--- src/rtl/pipeline_hazard_ctrl_if.sv ---
// Hazard-control bundle between the pipeline datapath (master) and the
// stall/flush sequencer (slave). Signal names match the sequencer's port list.
interface pipeline_hazard_ctrl_if;
  logic [4:0] ID_rs1_add_i;
  logic [4:0] ID_rs2_add_i;
  logic       ID_wfi_insn_i;
  logic [4:0] EX_rd_add_i;
  logic       EX_RD_en_i;
  logic       EX_pc_sel_i;
  // Data-memory handshake: MEM raises req; the access is complete once gnt
  // and rvalid have both been seen (same cycle, or gnt first then rvalid).
  logic       MEM_data_req_i;
  logic       MEM_data_gnt_i;
  logic       MEM_data_rvalid_i;
  logic       irq_pending_i;

  logic       pc_hold_o;
  logic       ifid_hold_o;
  logic       idex_hold_o;
  logic       exmem_hold_o;
  logic       ifid_flush_o;
  logic       idex_flush_o;
  logic       sleep_o;
  logic       mem_timeout_o;
  logic [2:0] state_o;

  modport master (
    output ID_rs1_add_i, ID_rs2_add_i, ID_wfi_insn_i, EX_rd_add_i, EX_RD_en_i,
           EX_pc_sel_i, MEM_data_req_i, MEM_data_gnt_i, MEM_data_rvalid_i,
           irq_pending_i,
    input  pc_hold_o, ifid_hold_o, idex_hold_o, exmem_hold_o, ifid_flush_o,
           idex_flush_o, sleep_o, mem_timeout_o, state_o
  );

  modport slave (
    input  ID_rs1_add_i, ID_rs2_add_i, ID_wfi_insn_i, EX_rd_add_i, EX_RD_en_i,
           EX_pc_sel_i, MEM_data_req_i, MEM_data_gnt_i, MEM_data_rvalid_i,
           irq_pending_i,
    output pc_hold_o, ifid_hold_o, idex_hold_o, exmem_hold_o, ifid_flush_o,
           idex_flush_o, sleep_o, mem_timeout_o, state_o
  );
endinterface

--- src/rtl/pipeline_hazard_ctrl.sv ---
// Central stall/flush sequencer for the 5-stage pipeline: memory wait,
// branch-redirect flush, load-use stall and WFI sleep, with same-cycle strobes.
module pipeline_hazard_ctrl #(
  parameter int unsigned FLUSH_CYCLES = 2,
  parameter int unsigned MEM_TIMEOUT  = 16
) (
  input  logic                         clk,
  input  logic                         rst,
  pipeline_hazard_ctrl_if.slave        hz
);

  typedef enum logic [2:0] {
    ST_RUN       = 3'd0,
    ST_FLUSH     = 3'd1,
    ST_WAIT_GNT  = 3'd2,
    ST_WAIT_RVAL = 3'd3,
    ST_SLEEP     = 3'd4
  } state_e;

  localparam logic [3:0] FLUSH_RELOAD = 4'(FLUSH_CYCLES - 1);
  localparam logic [7:0] TMO_LAST     = 8'(MEM_TIMEOUT - 1);

  state_e     state_q, state_d;
  logic [3:0] flush_cnt_q, flush_cnt_d;
  logic [7:0] tmo_cnt_q, tmo_cnt_d;

  logic mem_stall, mem_both, load_use, wfi_stall;
  logic pc_hold, ifid_hold, idex_hold, exmem_hold;
  logic ifid_flush, idex_flush, mem_timeout;

  assign mem_both  = hz.MEM_data_gnt_i && hz.MEM_data_rvalid_i;
  assign mem_stall = hz.MEM_data_req_i && !mem_both;
  // x0 is hard-wired zero, so a load targeting it never creates a hazard.
  assign load_use  = hz.EX_RD_en_i && (hz.EX_rd_add_i != 5'd0) &&
                     ((hz.EX_rd_add_i == hz.ID_rs1_add_i) ||
                      (hz.EX_rd_add_i == hz.ID_rs2_add_i));
  assign wfi_stall = hz.ID_wfi_insn_i && !hz.irq_pending_i;

  always_comb begin
    state_d     = state_q;
    flush_cnt_d = flush_cnt_q;
    tmo_cnt_d   = tmo_cnt_q;
    pc_hold     = 1'b0;
    ifid_hold   = 1'b0;
    idex_hold   = 1'b0;
    exmem_hold  = 1'b0;
    ifid_flush  = 1'b0;
    idex_flush  = 1'b0;
    mem_timeout = 1'b0;

    unique case (state_q)
      ST_RUN, ST_FLUSH: begin
        if (mem_stall) begin
          pc_hold    = 1'b1;
          ifid_hold  = 1'b1;
          idex_hold  = 1'b1;
          exmem_hold = 1'b1;
          tmo_cnt_d  = 8'd1;
          state_d    = hz.MEM_data_gnt_i ? ST_WAIT_RVAL : ST_WAIT_GNT;
        end else if (hz.EX_pc_sel_i) begin
          ifid_flush  = 1'b1;
          idex_flush  = 1'b1;
          flush_cnt_d = FLUSH_RELOAD;
          state_d     = (FLUSH_CYCLES == 1) ? ST_RUN : ST_FLUSH;
        end else if (state_q == ST_FLUSH) begin
          // Remaining refill cycles only squash fetch; ID already holds a NOP.
          ifid_flush  = 1'b1;
          flush_cnt_d = flush_cnt_q - 4'd1;
          if (flush_cnt_q <= 4'd1) state_d = ST_RUN;
        end else if (load_use) begin
          pc_hold    = 1'b1;
          ifid_hold  = 1'b1;
          idex_flush = 1'b1;
        end else if (wfi_stall) begin
          pc_hold    = 1'b1;
          ifid_hold  = 1'b1;
          idex_flush = 1'b1;
          state_d    = ST_SLEEP;
        end
      end

      ST_WAIT_GNT, ST_WAIT_RVAL: begin
        if ((state_q == ST_WAIT_GNT) ? mem_both : hz.MEM_data_rvalid_i) begin
          state_d = ST_RUN;
        end else if (tmo_cnt_q == TMO_LAST) begin
          mem_timeout = 1'b1;
          state_d     = ST_RUN;
        end else begin
          pc_hold    = 1'b1;
          ifid_hold  = 1'b1;
          idex_hold  = 1'b1;
          exmem_hold = 1'b1;
          tmo_cnt_d  = tmo_cnt_q + 8'd1;
          if (state_q == ST_WAIT_GNT && hz.MEM_data_gnt_i) state_d = ST_WAIT_RVAL;
        end
      end

      ST_SLEEP: begin
        pc_hold    = 1'b1;
        ifid_hold  = 1'b1;
        idex_flush = 1'b1;
        if (hz.irq_pending_i) state_d = ST_RUN;
      end

      default: state_d = ST_RUN;
    endcase
  end

  always_ff @(posedge clk or posedge rst) begin
    if (rst) begin
      state_q     <= ST_RUN;
      flush_cnt_q <= 4'd0;
      tmo_cnt_q   <= 8'd0;
    end else begin
      state_q     <= state_d;
      flush_cnt_q <= flush_cnt_d;
      tmo_cnt_q   <= tmo_cnt_d;
    end
  end

  // Strobes are combinational, so reset must mask them directly.
  assign hz.pc_hold_o     = !rst && pc_hold;
  assign hz.ifid_hold_o   = !rst && ifid_hold;
  assign hz.idex_hold_o   = !rst && idex_hold;
  assign hz.exmem_hold_o  = !rst && exmem_hold;
  assign hz.ifid_flush_o  = !rst && ifid_flush;
  assign hz.idex_flush_o  = !rst && idex_flush;
  assign hz.mem_timeout_o = !rst && mem_timeout;
  assign hz.sleep_o       = !rst && (state_q == ST_SLEEP);
  assign hz.state_o       = rst ? 3'd0 : state_q;

endmodule
--- src/flat_wrapper.sv ---
// flat-port wrapper written by rule: the top's interface ports become plain ports
module pipeline_hazard_ctrl_flat 
#(
  parameter int unsigned FLUSH_CYCLES = 2,
  parameter int unsigned MEM_TIMEOUT  = 16
)
  (clk, rst, hz_ID_rs1_add_i, hz_ID_rs2_add_i, hz_ID_wfi_insn_i, hz_EX_rd_add_i, hz_EX_RD_en_i, hz_EX_pc_sel_i, hz_MEM_data_req_i, hz_MEM_data_gnt_i, hz_MEM_data_rvalid_i, hz_irq_pending_i, hz_pc_hold_o, hz_ifid_hold_o, hz_idex_hold_o, hz_exmem_hold_o, hz_ifid_flush_o, hz_idex_flush_o, hz_sleep_o, hz_mem_timeout_o, hz_state_o);
  pipeline_hazard_ctrl_if hz_i ();
  input  logic clk;
  input  logic rst;
  input wire logic [$bits(hz_i.ID_rs1_add_i)-1:0] hz_ID_rs1_add_i;
  input wire logic [$bits(hz_i.ID_rs2_add_i)-1:0] hz_ID_rs2_add_i;
  input wire logic [$bits(hz_i.ID_wfi_insn_i)-1:0] hz_ID_wfi_insn_i;
  input wire logic [$bits(hz_i.EX_rd_add_i)-1:0] hz_EX_rd_add_i;
  input wire logic [$bits(hz_i.EX_RD_en_i)-1:0] hz_EX_RD_en_i;
  input wire logic [$bits(hz_i.EX_pc_sel_i)-1:0] hz_EX_pc_sel_i;
  input wire logic [$bits(hz_i.MEM_data_req_i)-1:0] hz_MEM_data_req_i;
  input wire logic [$bits(hz_i.MEM_data_gnt_i)-1:0] hz_MEM_data_gnt_i;
  input wire logic [$bits(hz_i.MEM_data_rvalid_i)-1:0] hz_MEM_data_rvalid_i;
  input wire logic [$bits(hz_i.irq_pending_i)-1:0] hz_irq_pending_i;
  output wire logic [$bits(hz_i.pc_hold_o)-1:0] hz_pc_hold_o;
  output wire logic [$bits(hz_i.ifid_hold_o)-1:0] hz_ifid_hold_o;
  output wire logic [$bits(hz_i.idex_hold_o)-1:0] hz_idex_hold_o;
  output wire logic [$bits(hz_i.exmem_hold_o)-1:0] hz_exmem_hold_o;
  output wire logic [$bits(hz_i.ifid_flush_o)-1:0] hz_ifid_flush_o;
  output wire logic [$bits(hz_i.idex_flush_o)-1:0] hz_idex_flush_o;
  output wire logic [$bits(hz_i.sleep_o)-1:0] hz_sleep_o;
  output wire logic [$bits(hz_i.mem_timeout_o)-1:0] hz_mem_timeout_o;
  output wire logic [$bits(hz_i.state_o)-1:0] hz_state_o;
  assign hz_i.ID_rs1_add_i = hz_ID_rs1_add_i;
  assign hz_i.ID_rs2_add_i = hz_ID_rs2_add_i;
  assign hz_i.ID_wfi_insn_i = hz_ID_wfi_insn_i;
  assign hz_i.EX_rd_add_i = hz_EX_rd_add_i;
  assign hz_i.EX_RD_en_i = hz_EX_RD_en_i;
  assign hz_i.EX_pc_sel_i = hz_EX_pc_sel_i;
  assign hz_i.MEM_data_req_i = hz_MEM_data_req_i;
  assign hz_i.MEM_data_gnt_i = hz_MEM_data_gnt_i;
  assign hz_i.MEM_data_rvalid_i = hz_MEM_data_rvalid_i;
  assign hz_i.irq_pending_i = hz_irq_pending_i;
  assign hz_pc_hold_o = hz_i.pc_hold_o;
  assign hz_ifid_hold_o = hz_i.ifid_hold_o;
  assign hz_idex_hold_o = hz_i.idex_hold_o;
  assign hz_exmem_hold_o = hz_i.exmem_hold_o;
  assign hz_ifid_flush_o = hz_i.ifid_flush_o;
  assign hz_idex_flush_o = hz_i.idex_flush_o;
  assign hz_sleep_o = hz_i.sleep_o;
  assign hz_mem_timeout_o = hz_i.mem_timeout_o;
  assign hz_state_o = hz_i.state_o;
  pipeline_hazard_ctrl #(.FLUSH_CYCLES(FLUSH_CYCLES), .MEM_TIMEOUT(MEM_TIMEOUT)) u_core (.clk(clk), .rst(rst), .hz(hz_i));
endmodule
--- config.mk ---
export PLATFORM = sky130hd
export DESIGN_NAME = pipeline_hazard_ctrl_flat
export DESIGN_NICKNAME = d
export VERILOG_FILES = /design/src/rtl/pipeline_hazard_ctrl_if.sv /design/src/rtl/pipeline_hazard_ctrl.sv /design/src/flat_wrapper.sv
export SDC_FILE = /design/constraint.sdc
export NUM_CORES = 1
export LEC_CHECK = 0
export ABC_AREA = 1
export CORE_UTILIZATION = 48
export DETAILED_ROUTE_END_ITERATION = 8
export HOLD_SLACK_MARGIN = 0.02
export MAX_ROUTING_LAYER = met4
export PLACE_DENSITY = 0.87
export SLEW_MARGIN = 10
export SYNTH_ARGS = -nofsm -noshare
export SYNTH_HDL_FRONTEND = slang
export SYNTH_SLANG_ARGS = --single-unit
--- constraint.sdc ---
create_clock -name clk -period 1.8 [get_ports clk]
set_input_delay 0.27 -clock clk [delete_from_list [all_inputs] [get_ports clk]]
set_output_delay 0.27 -clock clk [all_outputs]
set_load 0.05 [all_outputs]
## Yosys cells after proc, flatten, opt, wreduce, memory -nomap -nowiden

Cells that the tools add are included.

- Reductions and logical operators: 25
- Bitwise logic cells: 1
- Mux-type cells: 40
- $add $sub $neg: 2
- $lt $le $gt $ge: 1
- Eq/ne operators: 15

Operators with widths:

| operator | number |
|---|---|
| $mux W3 | 11 |
| $mux W8 | 3 |
| $mux W1 | 19 |
| $pmux W8 S2 | 1 |
| $logic_and A1 B1 Y1 | 12 |
| $eq A5 B5 Y1 | 2 |
| $ne A5 B4 Y1 const B | 2 |
| $pmux W3 S3 | 1 |
| $add A8 B1 Y8 const B | 1 |
| $eq A8 B4 Y1 const B | 1 |
| $mux W4 | 2 |
| $eq A3 B2 Y1 const B | 2 |
| $ne A2 B2 Y1 const B | 3 |
| $ne A5 B2 Y1 const B | 1 |
| $reduce_and A5 Y1 | 1 |
| $reduce_bool A5 Y1 | 1 |
| $le A4 B1 Y1 const B | 1 |
| $ne A4 B1 Y1 const B | 1 |
| $pmux W1 S2 | 2 |
| $reduce_and A4 Y1 | 1 |
| $reduce_bool A2 Y1 | 2 |
| $reduce_or A2 Y1 | 2 |
| $sub A4 B1 Y4 const B | 1 |
| $eq A3 B1 Y1 const B | 1 |
| 8 further kinds | 10 |

- Register bits: 15
- Word-level logic and storage cells: 87
- Input bits: 24
- Output and inout bits: 11

## Depth between registers and ports, before layout

- Depth after elaboration: 9
- Gate-level depth with buffers: 13

## Worst setup path before layout

Ideal clock, no wire load.

- Path kind: reg-to-output
- From: register u_core.state_q[1]
- To: output hz_mem_timeout_o
- Arrival time: 2.349 ns
- Path slack: -0.819 ns
- Stages on the path, launching flop included: 5
- Buffers on the path: 0
- Path through: dfrtp_1 > inv_2 > nor2_1 > nand2_1 > nor3b_1

- Cells in the longest elaborated chain, start to end: 5

RTL lines:

| what | RTL line | text |
|---|---|---|
| from (decl) | pipeline_hazard_ctrl.sv:23 | `state_e state_q, state_d;` |
| from (signal assigned) | pipeline_hazard_ctrl.sv:115 | `state_q <= state_d;` |
| $eq A3 B2 Y1 | pipeline_hazard_ctrl.sv:51, pipeline_hazard_ctrl.sv:83 |  |
| $mux W1 (2 in series) | pipeline_hazard_ctrl.sv:83 | `if ((state_q == ST_WAIT_GNT) ? mem_both : hz.MEM_data_rvalid_i) begin` |
| $mux W1 (*) | pipeline_hazard_ctrl.sv:51 | `unique case (state_q)` |
| $logic_and A1 B1 Y1 (*) | pipeline_hazard_ctrl.sv:128 | `assign hz.mem_timeout_o = !rst && mem_timeout;` |
| to (decl) | flat_wrapper.sv:28 | `output wire logic [$bits(hz_i.mem_timeout_o)-1:0] hz_mem_timeout_o;` |

Mark *: on every way between the ends. The rest lies on a longest branch, timed or not.

## Final worst setup path

- From: register u_core.state_q[0]
- To: output hz_pc_hold_o

- Cells in the longest elaborated chain, start to end: 6

RTL lines:

| what | RTL line | text |
|---|---|---|
| $eq A3 B1 Y1 | pipeline_hazard_ctrl.sv:51, pipeline_hazard_ctrl.sv:65 |  |
| $mux W1 | pipeline_hazard_ctrl.sv:65 | `end else if (state_q == ST_FLUSH) begin` |
| $mux W1 | pipeline_hazard_ctrl.sv:60 | `end else if (hz.EX_pc_sel_i) begin` |
| $mux W1 | pipeline_hazard_ctrl.sv:53 | `if (mem_stall) begin` |
| $pmux W1 S3 (*) | pipeline_hazard_ctrl.sv:51 |  |
| $logic_and A1 B1 Y1 (*) | pipeline_hazard_ctrl.sv:122 | `assign hz.pc_hold_o = !rst && pc_hold;` |
| to (decl) | flat_wrapper.sv:21 | `output wire logic [$bits(hz_i.pc_hold_o)-1:0] hz_pc_hold_o;` |

Marks and branches as above.

==> reports/results.ini <==
[outcome]
outcome=complete, but fails checks
violations=setup timing

[cells_and_area]
fill_cells=130
num_antenna_cells=0
drive_gt1_frac=0.3500
multi_input_area_um2=842.1
final_area_mm2=0.002146
final_nets=288
area.sequential_um2=377.9
finish.utilization=0.8662
syn2layout_area_growth_pct=68.97

[drt]
routed_wirelength_um=4432
drtPass1Iterations=6
vias_per_cell=5.441
drcViolationCount=0
wl_per_cell_um=15.28
dr_total_vias=1578
drtIter0Drc=63
postRouteAntennaNets=0

[sta]
post-route-min-period_ps=2102
max_slew_margin=0.7976
worst_slack_ps=-302.1
fin_skew_ps=4.713
period_share=1.168
finalHoldViolCount=0
rsz0062_at_grt=true
setup_viol=9
fmax_mhz=475.7
fin_tns_setup_ps=-2036
finalMaxSlewViolations=0
whs_ps=504.8
worst_pin_slew_ps=301.3

[floorplan]
die_w_um=53.44
fp.dieH_um=53.44
initial_utilization=0.5126
core.rowCount=18
ios=35
die-area_mm2=0.002855
core_area_mm2=0.002477

[global_route]
grt_use_met3=0.03736
grt_use_met2=0.4646
global_route.usage.met1=0.2842
grt_overflow_total=0
grt.total_usage=0.2749
grt_pass1_vias=1326
grt_first_pass_wirelength_um=5333
grt_max_degree=16
grt-busiest-layer=met2
antenna_found_initial=0

[place]
gp_congestion=0.8580
hpwl_um=2417
placed_cell_area_mm2=0.001886
dp_slack_ps=-260.8
portBuffers=34

[cts]
clockBufferDepth=2
clock_latency_ps=300
numCtsBuffers=3
cts_htree_levels=1
cts_tree=done
ctsHoldBuffers=0
clkTransAtPathRegs_ps=90
clock_sinks=15
root_buffer=clkbuf_4

[power_and_ir_drop]
clkPwrFrac=0.070
p_comb_frac=0.745
p_leak_nw=1.125
intPower_mw=1.467
switchingPower_mw=1.395
p_seq_frac=0.185
swShare=0.4874
ir_drop_mv=1.288
p_per_area_mw_per_mm2=1334

[logic_synthesis]
syn_nets=219
avgSynthCellArea_um2=6.614
synth_area_mm2=0.001270
synthCells=192
yosys.cell_types.count=33
yosysWarnings=0
synth_seq_cells=15
yosysSeqAreaShare=0.2956

[worst_setup_path]
start_kind=flop
startpoint=u_core.state_q[0]
crit_required_ps=1530
crit_type=reg2out
critPathMaxFanout=4
setup.worst_path.end_class=primary output
worst_ep_arrival_time_ps=1830
regToRegStartpoint=u_core.state_q[0]

[min_path]
hold_path_class=reg2reg
min_from=u_core.flush_cnt_q[1]

[job]
max_cap_violations=0

## final cells by class
class                      count  area share
clock buffer                   4     0.01224
multi-input combinational    134      0.3924
inverter                      41     0.07405
sequential                    15      0.1761
timing repair buffer          66      0.3277
tap                           30     0.01749
## path summary, 6_finish.rpt
kind,depth (start not counted),end,slack (ps)
worst max-delay path,10,hz_pc_hold_o,-300
worst min-delay path,2,u_core.flush_cnt_q[1],500
worst max register to register,12,u_core.state_q[0],-120
worst min register to register,2,u_core.flush_cnt_q[1],500
max in group asynchronous,4,u_core.state_q[0],900
min in group asynchronous,4,u_core.state_q[2],700
## cells in the final DEF, fill, tap and decap left out, types with 5 or more instances in the layout
cell type and instances:
nand2_1 45, nor2_4 5, dfrtp_1 13, inv_1 33, buf_12 11, nand3_1 6
nand4_1 5, buf_4 31, nand2_2 9, nor2_1 12, dlymetal6s2s_1 6, dlygate4sd2_1 5
a21oi_1 5, inv_2 7, clkdlybuf4s50_1 12
## repair_timing
action / 4_1_cts / 5_1_grt
endpoints found under the setup margin: 7 / 10
gates resized for setup: 9 / 26
hold endpoints to repair: 0 / 0
pin swaps: 4 / 19
buffers inserted: 9 / 10
cloned: 0 / 0
## power by group through the flow
stage	clock network [mW]	logic, mW	registers [mW]
finish	0.201	2.13	0.530
global route	0.216	2.25	0.541
CTS	0.206	1.77	0.518
detailed placement	0	1.64	0.527
global placement	0	1.61	0.523
floorplan	0	1.05	0.510
## stage by stage
step	power, mW	std cells
final	2.862	290
after detailed placement	2.167	267
after CTS	2.491	280
after floorplan	1.557	192
after global placement	2.133	267
after global routing	3.007	290
## worst max-delay path, cell delays in order (launching register included)
cell	delay, ps
dfrtp_2	470
inv_2	110
nand2_4	70
o21ai_4	170
inv_2	90
nor2_1	170
nand3_2	100
nand2_2	80
nand2_2	60
nand2_4	80
buf_12	140
## Yosys cell counts, drive strengths merged
master	n	share of area
xor2	4	0.028
nor3	5	0.024
buf	2	0.012
nand4	5	0.025
inv	41	0.12
xnor2	3	0.021
ha	3	0.030
or2	1	0.0049
nand2	58	0.19
dfrtp	15	0.30
o31ai	3	0.022
nor2	22	0.086
nor4	1	0.0049
o21ai	9	0.041
and3	1	0.0049
a21oi	6	0.024
nor3b	1	0.0059
nand3	10	0.053
nand3b	1	0.0059
o211ai	1	0.0059
## logic make-up after synthesis
kind of cell             after synthesis  share of synthesized area
adder cells (fa/ha/maj)                3                    0.02956
flip-flops                            15                     0.2956
buffers and inverters                 43                     0.1350
AND/OR/NAND/NOR                      105                     0.3990
AO/OA/AOI/OAI                         19                    0.09261
XOR/XNOR                               7                    0.04828
## flip-flops by register name (all words and copies together), names as in the netlist
| register | count |
|---|---|
| u_core.tmo_cnt_q | 8 |
| u_core.flush_cnt_q | 4 |
| u_core.state_q | 3 |
## layer usage
layer / vias to the layer above / part of all wire
met5: - / 0
met4: 0 / 0.058
met3: 32 / 0.063
met2: 81 / 0.50
met1: 735 / 0.38
li1: 730 / -
Power figures use the tool's default switching activity.
